**src/rtl/md4_padder.sv**
```systemverilog
// md4_padder
// Byte-serial MD4 message padder and block formatter. Collects message
// bytes into a 512-bit block, appends 0x80, zero-fills and places the
// 64-bit little-endian bit length in words 14/15. Emits one block per
// out_valid/out_ready handshake, in the layout the MD4 round chain expects.
//
// Ports
//   clk, rst_n          clock, async active-low reset
//   in_valid/in_ready   byte stream handshake; in_data byte, in_last marks
//                       the final message byte (sampled on accept only)
//   out_valid/out_ready block handshake
//   out_block[511:0]    byte n at [8n+7:8n] (word k = bytes 4k..4k+3, LE)
//   out_final           block carries the length field (qualified by valid)
module md4_padder (
  input  logic         clk,
  input  logic         rst_n,
  input  logic         in_valid,
  output logic         in_ready,
  input  logic [7:0]   in_data,
  input  logic         in_last,
  output logic         out_valid,
  input  logic         out_ready,
  output logic [511:0] out_block,
  output logic         out_final
);

  localparam logic [1:0] S_FILL = 2'd0;
  localparam logic [1:0] S_PAD  = 2'd1;
  localparam logic [1:0] S_LEN  = 2'd2;
  localparam logic [1:0] S_EMIT = 2'd3;

  logic [1:0]       state;
  logic [63:0][7:0] blk;       // byte-addressed view; flattens to out_block
  logic [5:0]       idx;
  logic [60:0]      cnt;
  logic             pend_pad;  // message ended exactly on a block boundary
  logic             len_only;  // 0x80 spilled past byte 55; next block is length only
  logic             final_q;

  // Both handshakes decode purely from registered state.
  assign in_ready  = (state == S_FILL);
  assign out_valid = (state == S_EMIT);
  assign out_block = blk;
  assign out_final = final_q;

  always_ff @(posedge clk or negedge rst_n) begin
    if (!rst_n) begin
      state    <= S_FILL;
      blk      <= '0;
      idx      <= '0;
      cnt      <= '0;
      pend_pad <= 1'b0;
      len_only <= 1'b0;
      final_q  <= 1'b0;
    end else begin
      case (state)
        S_FILL: begin
          if (in_valid) begin
            blk[idx] <= in_data;
            idx      <= idx + 6'd1;
            cnt      <= cnt + 61'd1;
            if (idx == 6'd63) begin
              // Full block goes out first; padding (if the message ended
              // here) starts a fresh block afterwards.
              state    <= S_EMIT;
              final_q  <= 1'b0;
              pend_pad <= in_last;
            end else if (in_last) begin
              state <= S_PAD;
            end
          end
        end
        S_PAD: begin
          blk[idx] <= 8'h80;
          if (idx <= 6'd55) begin
            state <= S_LEN;
          end else begin
            // No room for the 8 length bytes in this block.
            state    <= S_EMIT;
            final_q  <= 1'b0;
            len_only <= 1'b1;
          end
        end
        S_LEN: begin
          // Bytes 56..63 = bit length, little-endian; wraps modulo 2^64.
          blk[63:56] <= {cnt, 3'b000};
          state      <= S_EMIT;
          final_q    <= 1'b1;
        end
        S_EMIT: begin
          if (out_ready) begin
            blk     <= '0;
            idx     <= '0;
            final_q <= 1'b0;
            if (final_q) begin
              cnt   <= '0;
              state <= S_FILL;
            end else if (pend_pad) begin
              pend_pad <= 1'b0;
              state    <= S_PAD;
            end else if (len_only) begin
              len_only <= 1'b0;
              state    <= S_LEN;
            end else begin
              state <= S_FILL;
            end
          end
        end
        default: state <= S_FILL;
      endcase
    end
  end

endmodule

```
**config.mk**
```make
export PLATFORM = sky130hd
export DESIGN_NAME = md4_padder
export DESIGN_NICKNAME = d
export VERILOG_FILES = /design/src/rtl/md4_padder.sv
export SDC_FILE = /design/constraint.sdc
export NUM_CORES = 1
export LEC_CHECK = 0
export CAP_MARGIN = 20
export CORE_MARGIN = 2
export CORE_UTILIZATION = 57
export CTS_BUF_LIST = sky130_fd_sc_hd__clkbuf_2
export CTS_CLUSTER_SIZE = 40
export DETAILED_ROUTE_END_ITERATION = 10
export GPL_TIMING_DRIVEN = 1
export PLACE_DENSITY = 0.95
export SYNTH_ARGS = -nofsm -noshare
export SYNTH_HDL_FRONTEND = slang
export SYNTH_SLANG_ARGS = --single-unit
```
**constraint.sdc**
```tcl
create_clock -name clk -period 6.7 [get_ports clk]
set_input_delay 1.675 -clock clk [delete_from_list [all_inputs] [get_ports clk]]
set_output_delay 1.675 -clock clk [all_outputs]
set_load 0.05 [all_outputs]
```
==> impl_metrics.py, run 1 <==
metrics = {
    "cts": {
        "root_buffer": "clkbuf_2",
        "clk_path_buf_depth": 3,
        "numCtsBuffers": 144,
        "cts.sinks": 584,
        "path_clk_slew_ns": 0.10,
        "cts_resized": 0,
        "cts_hold_buf": 0,
        "cts_tree": "built",
        "post-cts-setup-buffers": 0,
        "cts_max_level": 4,
        "clk_latency_ns": 1.17,
    },
    "sta": {
        "fin_hold_ws_ns": 0.5031,
        "setup_violations": 0,
        "hold_viol_final": 0,
        "fmax_mhz": 174.8,
        "rsz0062_at_grt": "no",
        "relSlewSlack": 0.2177,
        "finalCritPeriodShare": 0.8541,
        "min_period_ns": 5.722,
        "worstMarginPinSlew_ns": 1.171,
        "clock_skew_ns": 0.09592,
        "setup_tns_ns": 0,
        "slew_viol_final": 0,
    },
    "routing": {
        "drt-pass1-iter-count": 6,
        "route.antenna.remaining_nets": 0,
        "wl_per_cell_um": 24.72,
        "vias_per_cell": 6.595,
        "via_count": 23774,
        "met3_length_um": 10450,
        "routed_wl_um": 89110,
        "met2_wirelength_um": 41990,
        "top_layer": "met4",
        "wl_met1_um": 30850,
        "drtIter0Drc": 3427,
        "drc": 0,
    },
    "worst_setup_path": {
        "cp_max_fo": 58,
        "cp-startpoint": "state[0]",
        "r2r_start": "state[0]",
        "critical_path_required_ns": 5.03,
        "endpoint_kind": "primary output",
        "critical_path_class": "reg -> out",
        "crit_end": "out_valid",
        "r2r.worst_path.cells": 7,
        "cp_data_arrival_time_ns": 4.05,
        "ff2ff_setup_slack_ns": 2.94,
        "start_kind": "register",
    },
    "synthesis": {
        "synth-edff-count": 0,
        "syn-num-nets": 2488,
        "netlist_area_um2": 24420,
        "yosysSeqAreaShare": 0.5984,
        "synth-seq-cells": 584,
        "avgSynthCellArea_um2": 9.880,
        "synth_ff_type": "dfrtp_1",
        "ys_types": 64,
        "synthArstFlopShare": 1.000,
        "yosysWarningCount": 0,
        "syn_inst": 2472,
    },
    "pwr": {
        "cellPowerDensity_nw_per_um2": 291.6,
        "finalPower_uw": 9103,
        "p_leak_uw": 0.01350,
        "irDropWorstVdd_v": 0.0002109,
    },
    "global_route": {
        "grt_pass1_vias": 23419,
        "grt_use_total": 0.3964,
        "overflow": 0,
        "grt_max_degree": 158,
        "antenna_found_initial": 2,
        "grt_pass1_wl_um": 134900,
    },
    "floorplan": {
        "fp-row-count": 75,
        "coreArea_um2": 42130,
        "pin_count": 528,
        "die-area_um2": 44520,
        "fp.dieW_um": 211.0,
        "start_util": 0.5797,
        "die_h_um": 211.0,
    },
    "cells_and_area": {
        "syn_to_final_growth_pct": 27.82,
        "postLayoutCellArea_um2": 31220,
        "nNetsFinal": 2981,
        "final_core_util": 0.7409,
        "fill_cells": 2692,
        "drive_above_1_share": 0.09791,
    },
    "run_status": {
        "status": "finished clean",
    },
    "placed_design": {
        "io_buffer_count": 527,
        "gp_congestion": 0.9400,
        "dp_hpwl_um": 57460,
        "dpl-instance-area_um2": 29920,
    },
    "worst_hold_path": {
        "hold_class": "reg -> reg",
    },
    "flow_run": {
        "drv_cap": 0,
    },
}
[metal layers]
| metal | vias up | global-route usage |
|---|---|---|
| met4 | 0 | 0.2603 |
| met5 | - | 0 |
| li1 | 9914 | - |
| met3 | 420 | 0.1233 |
| met2 | 1834 | 0.6197 |
| met1 | 11606 | 0.4770 |
[critical path, cell delays in order, from the launching register on]
cell	delay, ns
dfrtp_2	0.59
buf_4	0.63
nand2_1	0.50
inv_1	0.30
clkdlybuf4s50_1	0.84
[final cells by class]
type	count	area (um2)	share of cell area
Sequential cell	584	14620	0.4682
Clock inverter	34	219.0	0.007014
Multi-Input combinational cell	1610	8823	0.2826
Clock buffer	211	1056	0.03383
Inverter	63	236.5	0.007575
Tap cell	539	674.4	0.02160
Antenna cell	2	5.005	0.0001603
Timing Repair Buffer	562	5588	0.1790
[logic make-up (layout without fill, tap and decap cells)]
group | count (synthesis) | after routing | share of synthesized area
adders and majority gates | 3 | 3 | 0.001537
AOI/OAI and AO/OA | 750 | 750 | 0.1765
buffers and inverters | 278 | 870 | 0.04360
other | 0 | 2 | 0
DFF | 584 | 584 | 0.5984
xor gates and xnor gates | 33 | 33 | 0.01183
and+or+nand+nor | 824 | 824 | 0.1681
[synth_stat cells (7+ instances only)]
| library cell | number | area (um2) |
|---|---|---|
| a221o_1 | 13 | 130.1 |
| nand2_1 | 99 | 371.6 |
| or3_1 | 18 | 112.6 |
| xnor2_1 | 8 | 70.07 |
| xor2_1 | 25 | 219.0 |
| nor4_1 | 9 | 56.30 |
| nor3_1 | 23 | 115.1 |
| a22oi_1 | 61 | 457.9 |
| nor2b_1 | 11 | 68.82 |
| o31ai_1 | 9 | 67.56 |
| and3_1 | 16 | 100.1 |
| nor2_1 | 138 | 518.0 |
| a22o_1 | 53 | 464.2 |
| dfrtp_1 | 584 | 14610 |
| clkbuf_1 | 190 | 713.2 |
| nand4_1 | 29 | 181.4 |
| o21ai_0 | 438 | 2192 |
| nand3_1 | 434 | 2172 |
| a21oi_1 | 135 | 675.7 |
| buf_1 | 22 | 82.58 |
| inv_1 | 62 | 232.7 |
| and4_1 | 7 | 61.31 |
[cell usage in the layout, fill, tap and decap left out, types with 9 or more instances in the layout]
cell	netlist	final
or3_1	18	18
nor2_1	138	137
dfrtp_1	584	582
clkdlybuf4s50_1	0	526
clkinv_1	0	21
nand3_1	434	434
inv_1	62	62
and3_1	16	16
xor2_1	25	25
clkbuf_2	0	212
nor2b_1	11	10
nand4_1	29	29
buf_4	0	29
o21ai_0	438	438
nand2_1	99	90
nor4_1	9	9
a22o_1	53	53
a22oi_1	61	61
a21oi_1	135	135
nor3_1	23	21
a221o_1	13	13
[power breakdown]
| group | internal (uW) | total, uW | switching [uW] |
|---|---|---|---|
| sequential | 3700 | 3880 | 186 |
| clock | 949 | 2410 | 1460 |
| combinational | 616 | 2810 | 2190 |
| total | 5260 | 9100 | 3840 |
[worst min path at each step]
stage | start | cells past startpoint | endpoint | slack [ns]
after global placement | register | 2 | register | 0.47
final | register | 2 | register | 0.50
after CTS | register | 2 | register | 0.50
after global routing | register | 2 | register | 0.53
after detailed placement | register | 2 | register | 0.48
after floorplan | len_only | 2 | len_only | 0.50
[through the flow]
stage,std cells,worst slack [ns]
CTS,3600,0.9460
global route,3605,0.8501
floorplan,2472,3.271
detailed placement,3355,1.893
global placement,3354,2.082
finish,3605,0.9777
(Power assumes the default switching activity.)
==> run 2: changes to the inputs <==
--- a/config.mk
+++ b/config.mk
@@ -11,7 +11,6 @@
 export CTS_BUF_LIST = sky130_fd_sc_hd__clkbuf_2
 export CTS_CLUSTER_SIZE = 40
 export DETAILED_ROUTE_END_ITERATION = 10
-export GPL_TIMING_DRIVEN = 1
 export PLACE_DENSITY = 0.95
 export SYNTH_ARGS = -nofsm -noshare
 export SYNTH_HDL_FRONTEND = slang
==> constraint.sdc (replaced) <==
create_clock -name clk -period 6.7 [get_ports clk]
set_input_delay 1.005 -clock clk [delete_from_list [all_inputs] [get_ports clk]]
set_output_delay 1.005 -clock clk [all_outputs]
set_load 0.05 [all_outputs]
==> impl_metrics.py, run 2 (same netlist as run 1, synthesis figures left out) <==
metrics = {
    "routing": {
        "drtIter0Drc": 3293,
        "route.antenna.remaining_nets": 0,
        "routed_wl_um": 89010,
        "wl_per_cell_um": 24.70,
        "drt-pass1-iter-count": 7,
        "via_count": 23669,
        "drc": 0,
        "vias_per_cell": 6.567,
    },
    "worst_setup_path": {
        "critical_path_required_ns": 5.69,
        "endpoint_kind": "primary output",
        "start_kind": "register",
        "cp_data_arrival_time_ns": 4.29,
        "cp_max_fo": 46,
        "cp-startpoint": "state[1]",
        "r2r_start": "state[1]",
        "critical_path_class": "reg -> out",
    },
    "pwr": {
        "cellPowerDensity_nw_per_um2": 294.3,
        "finalPower_uw": 9210,
        "switching_power_uw": 3863,
        "internal_power_uw": 5347,
        "seq_power_share": 0.429,
        "p_leak_uw": 0.01349,
        "swShare": 0.4195,
        "clock_power_share": 0.274,
        "comb_power_share": 0.297,
        "irDropWorstVdd_v": 0.0002130,
    },
    "cts": {
        "clk_path_buf_depth": 3,
        "root_buffer": "clkbuf_2",
        "path_clk_slew_ns": 0.12,
        "cts_tree": "built",
        "cts.sinks": 584,
        "cts_max_level": 4,
        "numCtsBuffers": 146,
        "clk_latency_ns": 1.34,
    },
    "global_route": {
        "antenna_found_initial": 4,
        "grt_util_met2": 0.6262,
        "grt_pass1_wl_um": 135100,
        "top_usage_layer": "met2",
        "met3_usage": 0.1277,
        "grt_max_degree": 178,
        "grt_pass1_vias": 23284,
        "overflow": 0,
        "use_met1": 0.4735,
        "grt_use_total": 0.3995,
    },
    "sta": {
        "slew_viol_final": 0,
        "worstMarginPinSlew_ns": 1.110,
        "fmax_mhz": 189.0,
        "clock_skew_ns": 0.06123,
        "rsz0062_at_grt": "no",
        "setup_violations": 0,
        "min_period_ns": 5.292,
        "setup_tns_ns": 0,
        "relSlewSlack": 0.2601,
        "finalCritPeriodShare": 0.7899,
        "fin_hold_ws_ns": 0.3583,
        "hold_viol_final": 0,
    },
    "floorplan": {
        "pin_count": 528,
        "die_h_um": 211.0,
        "coreArea_um2": 42130,
        "die-area_um2": 44520,
        "fp.dieW_um": 211.0,
        "start_util": 0.5797,
        "fp-row-count": 75,
    },
    "worst_hold_path": {
        "hold_class": "in -> async",
    },
    "placed_design": {
        "gp_congestion": 0.9623,
        "dpl-instance-area_um2": 29880,
        "placedCellCount": 3349,
        "io_buffer_count": 527,
        "dp_hpwl_um": 57380,
    },
    "flow_run": {
        "drv_cap": 0,
    },
    "cells_and_area": {
        "syn_to_final_growth_pct": 28.11,
        "nNetsFinal": 2978,
        "drive_above_1_share": 0.09412,
        "final_cells": 3604,
        "postLayoutCellArea_um2": 31290,
        "layout_common_cells": "582 x dfrtp_1, 526 x clkdlybuf4s50_1, 438 x o21ai_0",
        "fill_cells": 2706,
        "layout_commonest_cell": "dfrtp_1",
    },
    "run_status": {
        "status": "finished clean",
    },
}
==> run 2: power by group through the flow <==
stage | Clock, uW | Sequential (uW) | Combinational (uW)
final | 2520 | 3950 | 2730
after detailed placement | 0 | 4000 | 2640
after CTS | 2550 | 3930 | 2650
after floorplan | 0 | 4360 | 1270
after global placement | 0 | 3980 | 2560
after global routing | 2720 | 3970 | 2860
==> run 2: path summary, 6_finish.rpt <==
path | endpoint | slack [ns] | cells after the start
worst max-delay path | out_valid | 1.41 | 4
worst min-delay path | asynchronous set/reset pin | 0.36 | 2
worst max register to register | register | 2.75 | 8
worst min register to register | register | 0.50 | 2
max in group asynchronous | asynchronous set/reset pin | 4.78 | 3
min in group clk | pend_pad | 0.45 | 3
==> run 2: per-layer routing <==
layer,vias to the layer above,wire length (um)
li1,9901,-
met2,1869,42000
met4,0,6352
met5,-,0
met1,11467,30900
met3,432,9760
==> run 2: per-stage QoR <==
step,worst slack [ns],utilization
2_1_floorplan,3.941,-
3_3_place_gp,2.508,0.7091
3_5_place_dp,2.292,0.7091
4_1_cts,1.365,0.7415
5_1_grt,1.221,0.7426
6_report,1.408,0.7426
==> run 2: layout make-up <==
cell class	count	area, um2	area share
clock buffers	197	985.9	0.03151
diodes	5	12.51	0.0003999
multi-input cells	1610	8823	0.2820
inverters	63	236.5	0.007558
flip-flops and latches	584	14620	0.4671
well taps	539	674.4	0.02155
repair buffers	557	5570	0.1780
clock inverters	49	369.1	0.01180
==> run 2: critical path, stage by stage (launching register included) <==
cell             delay [ns]
dfrtp_2                0.83
buf_4                  0.57
nand2_1                0.41
inv_1                  0.24
clkdlybuf4s50_1        0.90
==> run 2: timing repair <==
action	CTS	global route
resized for setup	0	0
endpoints found under the hold margin	122	0
hold buffers	1	0
setup buffers	0	0
==> run 3: changes to the inputs <==
--- a/config.mk
+++ b/config.mk
@@ -7,11 +7,11 @@
 export LEC_CHECK = 0
 export CAP_MARGIN = 20
 export CORE_MARGIN = 2
-export CORE_UTILIZATION = 57
+export CORE_UTILIZATION = 48
 export CTS_BUF_LIST = sky130_fd_sc_hd__clkbuf_2
 export CTS_CLUSTER_SIZE = 40
 export DETAILED_ROUTE_END_ITERATION = 10
-export PLACE_DENSITY = 0.95
+export PLACE_DENSITY = 0.88
 export SYNTH_ARGS = -nofsm -noshare
 export SYNTH_HDL_FRONTEND = slang
 export SYNTH_SLANG_ARGS = --single-unit
==> constraint.sdc (replaced) <==
create_clock -name clk -period 4.8 [get_ports clk]
set_input_delay 0.72 -clock clk [delete_from_list [all_inputs] [get_ports clk]]
set_output_delay 0.72 -clock clk [all_outputs]
set_load 0.05 [all_outputs]
==> impl_metrics.py, run 3 (same netlist as run 1, synthesis figures left out) <==
metrics = {
    "cells_and_area": {
        "layout_commonest_cell": "dfrtp_1",
        "nNetsFinal": 2990,
        "final_cells": 3738,
        "layout_common_cells": "582 x dfrtp_1, 526 x clkdlybuf4s50_1, 438 x o21ai_0",
        "postLayoutCellArea_um2": 31480,
        "multi_input_area_um2": 8817,
        "syn_to_final_growth_pct": 28.91,
        "regArea_um2": 14620,
        "drive_above_1_share": 0.09824,
        "fill_cells": 3900,
    },
    "global_route": {
        "antenna_found_initial": 3,
        "overflow": 0,
        "grt_use_total": 0.3211,
        "grt_pass1_wl_um": 130400,
        "grt_max_degree": 227,
        "grt_pass1_vias": 22487,
    },
    "worst_setup_path": {
        "path_cells": "nand2_1, inv_1, clkdlybuf4s50_1",
        "cp_max_fo": 36,
        "cp_data_arrival_time_ns": 3.70,
        "crit_buf_inv": 2,
        "critPathSlowestCell": "clkdlybuf4s50_1",
        "cp_top_family": "buffers and inverters",
        "max_stage_delay_ns": 0.88,
        "critical_path_class": "reg -> out",
        "start_kind": "register",
        "endpoint_kind": "primary output",
        "cp-startpoint": "state[1]",
        "r2r.worst_path.cells": 6,
        "r2r_start": "state[1]",
        "worst-path-stages": 3,
        "critical_path_required_ns": 4.08,
    },
    "routing": {
        "route.antenna.remaining_nets": 0,
        "routed_wl_um": 85610,
        "wl_per_cell_um": 22.90,
        "drt-pass1-iter-count": 7,
        "drc": 0,
        "vias_per_cell": 6.147,
        "drtIter0Drc": 2628,
        "via_count": 22977,
    },
    "flow_run": {
        "drv_cap": 0,
    },
    "pwr": {
        "switching_power_uw": 5304,
        "cellPowerDensity_nw_per_um2": 403.6,
        "p_leak_uw": 0.01353,
        "internal_power_uw": 7401,
        "comb_power_share": 0.299,
        "clock_power_share": 0.267,
        "irDropWorstVdd_v": 0.0002795,
        "swShare": 0.4175,
        "seq_power_share": 0.434,
    },
    "cts": {
        "cts_max_level": 4,
        "numCtsBuffers": 150,
        "root_buffer": "clkbuf_2",
        "cts_tree": "built",
        "cts.sinks": 584,
        "clk_path_buf_depth": 3,
        "clk_latency_ns": 1.28,
        "post-cts-setup-buffers": 0,
        "path_clk_slew_ns": 0.10,
    },
    "placed_design": {
        "placedCellCount": 3488,
        "place_ws_ns": 1.056,
        "io_buffer_count": 527,
        "dpl-instance-area_um2": 30110,
        "dp_hpwl_um": 57240,
        "gp_congestion": 0.9386,
    },
    "floorplan": {
        "fp.dieW_um": 229.6,
        "coreArea_um2": 50170,
        "fp-row-count": 82,
        "die-area_um2": 52700,
        "start_util": 0.4868,
        "pin_count": 528,
        "die_h_um": 229.6,
    },
    "worst_hold_path": {
        "min_delay_path_depth": 3,
        "hold_class": "in -> reg",
        "hold_start": "in_data[5]",
    },
    "sta": {
        "worstMarginPinSlew_ns": 1.173,
        "fmax_mhz": 226.3,
        "rsz0062_at_grt": "no",
        "fin_hold_ws_ns": 0.2456,
        "hold_viol_final": 0,
        "slew_viol_final": 0,
        "setup_tns_ns": 0,
        "relSlewSlack": 0.2165,
        "clock_skew_ns": 0.06267,
        "finalCritPeriodShare": 0.9207,
        "setup_violations": 0,
        "worst_slack_ns": 0.3804,
        "min_period_ns": 4.420,
    },
    "run_status": {
        "status": "finished clean",
    },
}
## run 3: metal layers
layer / track usage / routed length, um / vias to the layer above
met2: 0.5030 / 39940 / 1472
li1: - / - / 9914
met4: 0.2062 / 5578 / 2
met5: 0 / 13 / -
met3: 0.09425 / 8715 / 348
met1: 0.3888 / 31370 / 11241
## run 3: per-stage QoR
step | util | total power [uW]
2_1_floorplan | - | 7853
3_3_place_gp | 0.6001 | 9188
3_5_place_dp | 0.6001 | 9307
4_1_cts | 0.6270 | 12690
5_1_grt | 0.6275 | 13300
6_report | 0.6275 | 12710
## run 3: worst paths after layout
path                                         endpoint  slack [ns]
min reg2reg                                  register        0.49
max                                         out_valid        0.38
max reg2reg                                  register        1.62
max in group asynchronous  asynchronous set/reset pin        3.24
min in group asynchronous  asynchronous set/reset pin        0.61
min                                          register        0.25
## run 3: final cells by class
class / count / area share
Sequential cell: 584 / 0.4643
Multi-Input combinational cell: 1610 / 0.2801
Tap cell: 672 / 0.02671
Inverter: 63 / 0.007511
Antenna cell: 2 / 0.0001590
Timing Repair Buffer: 565 / 0.1802
Clock buffer: 208 / 0.03306
Clock inverter: 34 / 0.007988
## run 3: what timing repair did
item | CTS | global route
hold buffers | 4 | 0
endpoints found under the setup margin | 0 | 1
gates resized for setup | 0 | 1
endpoints found under the hold margin | 232 | 0
## run 3: worst reg2reg max path, delay by kind of cell, from the launching register on
kind                   cells  cell delay [ns]
AND/OR/NAND/NOR            2             1.03
flip-flops                 1             0.81
buffers and inverters      2             0.80
AO/OA/AOI/OAI              2             0.43
## run 3: power groups by stage
stage	Clock (uW)	Sequential, uW	Combinational (uW)
after floorplan	0	6080	1770
after global placement	0	5570	3620
after detailed placement	0	5600	3710
after CTS	3470	5500	3730
after global routing	3740	5540	4020
final	3400	5510	3790
